==> config.mk <==
export PLATFORM = sky130hd
export DESIGN_NAME = pixel_stream_tx
export DESIGN_NICKNAME = d
export VERILOG_FILES = /design/src/rtl/pixel_stream_tx.sv
export SDC_FILE = /design/constraint.sdc
export NUM_CORES = 1
export LEC_CHECK = 0
export ABC_AREA = 1
export BUFFER_PORTS_ARGS = -buffer_cell sky130_fd_sc_hd__buf_2
export CAP_MARGIN = 5
export CORE_MARGIN = 10
export CORE_UTILIZATION = 57
export DETAILED_ROUTE_END_ITERATION = 6
export MAX_ROUTING_LAYER = met4
export PLACE_DENSITY = 0.88
export SLEW_MARGIN = 20
export SYNTH_ARGS = -nofsm -noshare
export SYNTH_HDL_FRONTEND = slang
export SYNTH_SLANG_ARGS = --single-unit
==> constraint.sdc <==
create_clock -name clk -period 2.1 [get_ports clk]
set_clock_uncertainty 0.1 [all_clocks]
set_input_delay 0.105 -clock clk [delete_from_list [all_inputs] [get_ports clk]]
set_output_delay 0.105 -clock clk [all_outputs]
set_load 0.05 [all_outputs]
==> src/rtl/pixel_stream_tx.sv <==
// pixel_stream_tx: pulls pixels from a valid/ready source and drives a registered
// en/data stream with one-cycle hsync (row end) and vsync (frame end) markers,
// followed by programmable horizontal/vertical blanking.
// Optional feature macro: PIXEL_TX_PATTERN_EN adds an internal test-pattern
// generator selected by pattern_en; without it pattern_en is ignored.
module pixel_stream_tx #(
  parameter int PIXEL_W      = 24,
  parameter int FRAME_WIDTH  = 550,
  parameter int FRAME_HEIGHT = 1,
  parameter int H_BLANK      = 4,
  parameter int V_BLANK      = 16
) (
  input  logic               clk,
  input  logic               reset,
  input  logic               start,
  input  logic               src_valid,
  input  logic [PIXEL_W-1:0] src_data,
  output logic               src_ready,
  input  logic               pattern_en,
  output logic               en,
  output logic               hsync,
  output logic               vsync,
  output logic [PIXEL_W-1:0] data,
  output logic               busy,
  output logic [15:0]        frame_count,
  output logic [15:0]        underrun_cnt
);

  typedef enum logic [2:0] {
    S_IDLE,
    S_ACTIVE,
    S_HSYNC,
    S_HBLANK,
    S_VSYNC,
    S_VBLANK
  } state_t;

  localparam logic [15:0] X_LAST  = 16'(FRAME_WIDTH - 1);
  localparam logic [15:0] Y_LAST  = 16'(FRAME_HEIGHT - 1);
  localparam logic [15:0] HB_LAST = 16'((H_BLANK > 0) ? H_BLANK - 1 : 0);
  localparam logic [15:0] VB_LAST = 16'((V_BLANK > 0) ? V_BLANK - 1 : 0);

  state_t               state_reg, state_next;
  logic [15:0]          x_reg, y_reg, blank_reg;
  logic                 en_reg, hsync_reg, vsync_reg;
  logic [PIXEL_W-1:0]   data_reg;
  logic [15:0]          frame_count_reg, underrun_cnt_reg;
  logic                 advance;
  logic                 frame_start;
  logic                 pattern_mode;
  logic [PIXEL_W-1:0]   pixel_in;

  // A frame begins whenever ACTIVE is entered from outside a frame (not after an hsync).
  assign frame_start = (state_next == S_ACTIVE) &&
                       ((state_reg == S_IDLE) || (state_reg == S_VBLANK) || (state_reg == S_VSYNC));

`ifdef PIXEL_TX_PATTERN_EN
  logic pattern_reg;

  // Latch the pattern selection once per frame so a frame is never mixed.
  always_ff @(posedge clk) begin
    if (reset) begin
      pattern_reg <= 1'b0;
    end else if (frame_start) begin
      pattern_reg <= pattern_en;
    end
  end

  assign pattern_mode = pattern_reg;
  assign pixel_in     = pattern_mode ? PIXEL_W'({y_reg[7:0], x_reg[7:0], frame_count_reg[7:0]})
                                     : src_data;
`else
  logic unused_pattern_en;

  assign unused_pattern_en = pattern_en;
  assign pattern_mode      = 1'b0;
  assign pixel_in          = src_data;
`endif

  // Next-state logic; a pixel advances on a handshake or, in pattern mode, every ACTIVE cycle.
  always_comb begin
    state_next = state_reg;
    src_ready  = 1'b0;
    advance    = 1'b0;
    case (state_reg)
      S_IDLE: begin
        if (start) state_next = S_ACTIVE;
      end
      S_ACTIVE: begin
        src_ready = !pattern_mode;
        advance   = pattern_mode || src_valid;
        if (advance && (x_reg == X_LAST)) begin
          state_next = (y_reg == Y_LAST) ? S_VSYNC : S_HSYNC;
        end
      end
      S_HSYNC: begin
        state_next = (H_BLANK == 0) ? S_ACTIVE : S_HBLANK;
      end
      S_HBLANK: begin
        if (blank_reg == HB_LAST) state_next = S_ACTIVE;
      end
      S_VSYNC: begin
        if (V_BLANK == 0) state_next = start ? S_ACTIVE : S_IDLE;
        else              state_next = S_VBLANK;
      end
      S_VBLANK: begin
        if (blank_reg == VB_LAST) state_next = start ? S_ACTIVE : S_IDLE;
      end
      default: state_next = S_IDLE;
    endcase
  end

  // State register.
  always_ff @(posedge clk) begin
    if (reset) state_reg <= S_IDLE;
    else       state_reg <= state_next;
  end

  // Pixel position and blanking counters; blanking states are never back-to-back, so the counter restarts at 0.
  always_ff @(posedge clk) begin
    if (reset) begin
      x_reg     <= '0;
      y_reg     <= '0;
      blank_reg <= '0;
    end else begin
      blank_reg <= ((state_reg == S_HBLANK) || (state_reg == S_VBLANK)) ? blank_reg + 16'd1 : 16'd0;
      if (advance) begin
        x_reg <= (x_reg == X_LAST) ? 16'd0 : x_reg + 16'd1;
      end
      if (state_reg == S_HSYNC) begin
        y_reg <= y_reg + 16'd1;
        x_reg <= '0;
      end
      if (state_reg == S_VSYNC) begin
        y_reg <= '0;
        x_reg <= '0;
      end
    end
  end

  // Registered stream outputs; data holds the last pixel whenever en is low.
  always_ff @(posedge clk) begin
    if (reset) begin
      en_reg    <= 1'b0;
      hsync_reg <= 1'b0;
      vsync_reg <= 1'b0;
      data_reg  <= '0;
    end else begin
      en_reg    <= advance;
      hsync_reg <= (state_reg == S_HSYNC);
      vsync_reg <= (state_reg == S_VSYNC);
      if (advance) data_reg <= pixel_in;
    end
  end

  // Status counters: completed frames wrap, source stalls in ACTIVE saturate.
  always_ff @(posedge clk) begin
    if (reset) begin
      frame_count_reg  <= '0;
      underrun_cnt_reg <= '0;
    end else begin
      if (state_reg == S_VSYNC) frame_count_reg <= frame_count_reg + 16'd1;
      if ((state_reg == S_ACTIVE) && !pattern_mode && !src_valid && (underrun_cnt_reg != 16'hFFFF)) begin
        underrun_cnt_reg <= underrun_cnt_reg + 16'd1;
      end
    end
  end

  assign en           = en_reg;
  assign hsync        = hsync_reg;
  assign vsync        = vsync_reg;
  assign data         = data_reg;
  assign busy         = (state_reg != S_IDLE);
  assign frame_count  = frame_count_reg;
  assign underrun_cnt = underrun_cnt_reg;

endmodule

==> flow_metrics.env <==
export IMPL_drc=0
export IMPL_tritoncts="built"
export IMPL_num_rows=35
export IMPL_ios=90
export IMPL_min_path_type="primary input to flop"
export IMPL_grt_pass1_wl_mm=22.6
export IMPL_grt_max_degree=43
export IMPL_cts_clk_slew_worst_paths_ns=0.11
export IMPL_fin_util_pct=69.8
export IMPL_final_max_slew_viol_count=0
export IMPL_fillers=770
export IMPL_grt_pass1_vias=5042
export IMPL_finalHoldViolations=0
export IMPL_drive_gt1_share_pct=18.3
export IMPL_antenna_found_initial=2
export IMPL_period_needed_ns=1.89
export IMPL_worstPathArrival_ns=2.07
export IMPL_dpl_hpwl_mm=9.19
export IMPL_irDropWorstVdd_mv=0.624
export IMPL_cp_required_ns=2.27
export IMPL_start_kind="flop"
export IMPL_min_path_cells=7
export IMPL_clockBufferDepth=2
export IMPL_r2r_setup_slack_ns=0.21
export IMPL_via_per_inst=5.18
export IMPL_crit_slowest_cell="dfxtp_1"
export IMPL_crit_buf_inv=2
export IMPL_wirelength_mm=13.2
export IMPL_yosysWarnings=0
export IMPL_tns_ns=0
export IMPL_crit_chain="inv_1, nor2_1, nand2_1, nor2_2, buf_4, nand3_1, nor2_1, nor4_2"
export IMPL_cpMostUsedCell="nor2_1"
export IMPL_multi_input_area_sq_um=2870
export IMPL_cts_sinks=110
export IMPL_post_route_period_util_pct=90.2
export IMPL_powerDensity_nw_per_um2=840
export IMPL_max_stage_delay_ns=0.42
export IMPL_dieArea_sq_um=14000
export IMPL_syn_area_sq_um=5510
export IMPL_r2r_start="state_reg[0]$_SDFFE_PP0P_"
export IMPL_firstDrtPassIters=5
export IMPL_fp_dieH_um=118
export IMPL_status="complete, no violations"
export IMPL_largest_reg_flops=24
export IMPL_rr_worst_depth=8
export IMPL_min_delay_start="start"
export IMPL_cp_end_kind="flop"
export IMPL_worstSetupPathType="flop to flop"
export IMPL_drt_iter0_markers=370
export IMPL_overflow=0
export IMPL_synth_seq_cells=110
export IMPL_seq_area_frac_synth_pct=39.9
export IMPL_cts_buffers=9
export IMPL_synth_edff_count=0
export IMPL_routedWlPerCell_um=12.8
export IMPL_final_nets=932
export IMPL_cp_top_family="simple AND/OR/NAND/NOR gates"
export IMPL_syn_area_per_cell_sq_um=7.04
export IMPL_slew_headroom_pct=60.3
export IMPL_rsz0062_at_grt="no"
export IMPL_clk_latency_ns=0.38
export IMPL_power_leakage_uw=0.00272
export IMPL_min_to="state_reg[0]$_SDFFE_PP0P_"
export IMPL_synth_top_flop_cell="dfxtp_1"
export IMPL_port_buffers=88
export IMPL_die_x_um=118
export IMPL_tightest_slew_ns=0.595
export IMPL_drv_cap=0
export IMPL_r2r_end="x_reg[4]$_SDFFE_PP0P_"
export IMPL_clock_fmax_mhz=528
export IMPL_htree_num_levels=3
export IMPL_crit_path_max_fanout=32
export IMPL_async_flop_share_pct=0
export IMPL_grt_usage_pct=19.1
export IMPL_core_area_sq_um=9330
export IMPL_synth_cells=783
export IMPL_start_util_pct=59.1
export IMPL_seqCellArea_sq_um=2200
export IMPL_setup_violations=0
export IMPL_ys_types=49
export IMPL_place_gp_congestion=0.895
export IMPL_clockRootBuffer="clkbuf_8"
export IMPL_vias=5342
export IMPL_postRouteAntennaNets=0
export IMPL_syn_num_nets=819
export IMPL_area_delta_synth_final_pct=18.0
==> worst max-delay path by stage <==
stage | cells after the start | end | startpoint | slack (ns)
CTS | 7 | blank_reg[8]$_SDFF_PP0_ | state_reg[2]$_SDFFE_PP0P_ | 0.06
floorplan | 8 | underrun_cnt[9]$_SDFFE_PP0P_ | underrun_cnt[0]$_SDFFE_PP0P_ | 0.05
finish | 8 | x_reg[4]$_SDFFE_PP0P_ | state_reg[0]$_SDFFE_PP0P_ | 0.21
global placement | 7 | blank_reg[8]$_SDFF_PP0_ | state_reg[2]$_SDFFE_PP0P_ | 0.09
global route | 8 | x_reg[4]$_SDFFE_PP0P_ | state_reg[0]$_SDFFE_PP0P_ | 0.02
detailed placement | 7 | blank_reg[8]$_SDFF_PP0_ | state_reg[2]$_SDFFE_PP0P_ | 0.07
==> worst min-delay path: stages <==
cell and delay [ns]:
buf_2 0.09, nor2_1 0.07, inv_1 0.08, nand2_1 0.05
inv_1 0.04, nand2_1 0.04, inv_1 0.04
==> cell families after synthesis <==
family          share of synthesized area (%)
xor+xnor                                 2.38
flops                                    39.9
fa+ha+maj                                1.59
simple gates                             37.7
compound gates                           10.3
buf+inv                                  8.12
==> stage by stage <==
stage / power (uW) / area, sq um / hold WS (ns) / instances / setup slack [ns]
3_3_place_gp: 4190 / 6050 / 0.226 / 988 / 0.0889
4_1_cts: 5480 / 6490 / 0.0579 / 1029 / 0.0599
3_5_place_dp: 4220 / 6050 / 0.231 / 988 / 0.0691
6_report: 5470 / 6510 / 0.0643 / 1032 / 0.206
2_1_floorplan: 3870 / 5510 / 0.133 / 783 / 0.0516
5_1_grt: 5760 / 6510 / 0.118 / 1032 / 0.0231
==> layout make-up <==
| class | count | share of cell area [%] |
|---|---|---|
| clock buffers | 10 | 1.96 |
| flip-flops and latches | 110 | 33.9 |
| clock inverters | 6 | 0.884 |
| diodes | 2 | 0.0769 |
| inverters | 85 | 5.00 |
| multi-input cells | 570 | 44.1 |
| repair buffers | 120 | 11.6 |
| well taps | 129 | 2.48 |
==> what timing repair did <==
item / 4_1_cts / 5_1_grt
endpoints found under the hold margin: 26 / 0
endpoints found under the setup margin: 0 / 7
hold buffers: 25 / 0
setup buffers: 0 / 1
gates resized for setup: 0 / 3
==> synth_stat cells, types with 6 or more instances <==
library cell / count / area, sq um
nor2_1: 142 / 533
dfxtp_1: 110 / 2200
nand2_1: 159 / 597
a21oi_1: 50 / 250
nor2_2: 12 / 75.1
xor2_1: 12 / 105
buf_6: 6 / 67.6
nand4_1: 13 / 81.3
inv_1: 77 / 289
o21ai_0: 42 / 210
nor3_1: 32 / 160
ha_1: 7 / 87.6
nand3_1: 44 / 220
nor2_4: 6 / 67.6
==> layout by cell type (no fill, tap or decap), types with 6 or more instances in the layout <==
master and n:
clkbuf_8 9, xor2_1 12, nor2_1 142, buf_4 6
nand3_1 44, a21oi_1 50, nor3_1 32, inv_1 77
nor2_4 6, nor2_2 12, nand4_1 13, dlygate4sd3_1 25
o21ai_0 42, nand2_1 159, dfxtp_1 109, buf_2 88
ha_1 7
==> metal layers <==
layer / GRT usage [%] / vias to the layer above / routed length [um]
met2: 33.6 / 144 / 6600
met5: - / - / 0
met1: 21.1 / 2420 / 5730
met4: 7.57 / 0 / 300
met3: 3.09 / 28 / 608
li1: - / 2750 / -
==> report_power, final <==
part           total, uW  switching [uW]  internal, uW
clock               1230             773           456
sequential          2410             139          2270
combinational       1830            1370           465
total               5470            2280          3190
Note: power is estimated with default switching activity, not from simulation.
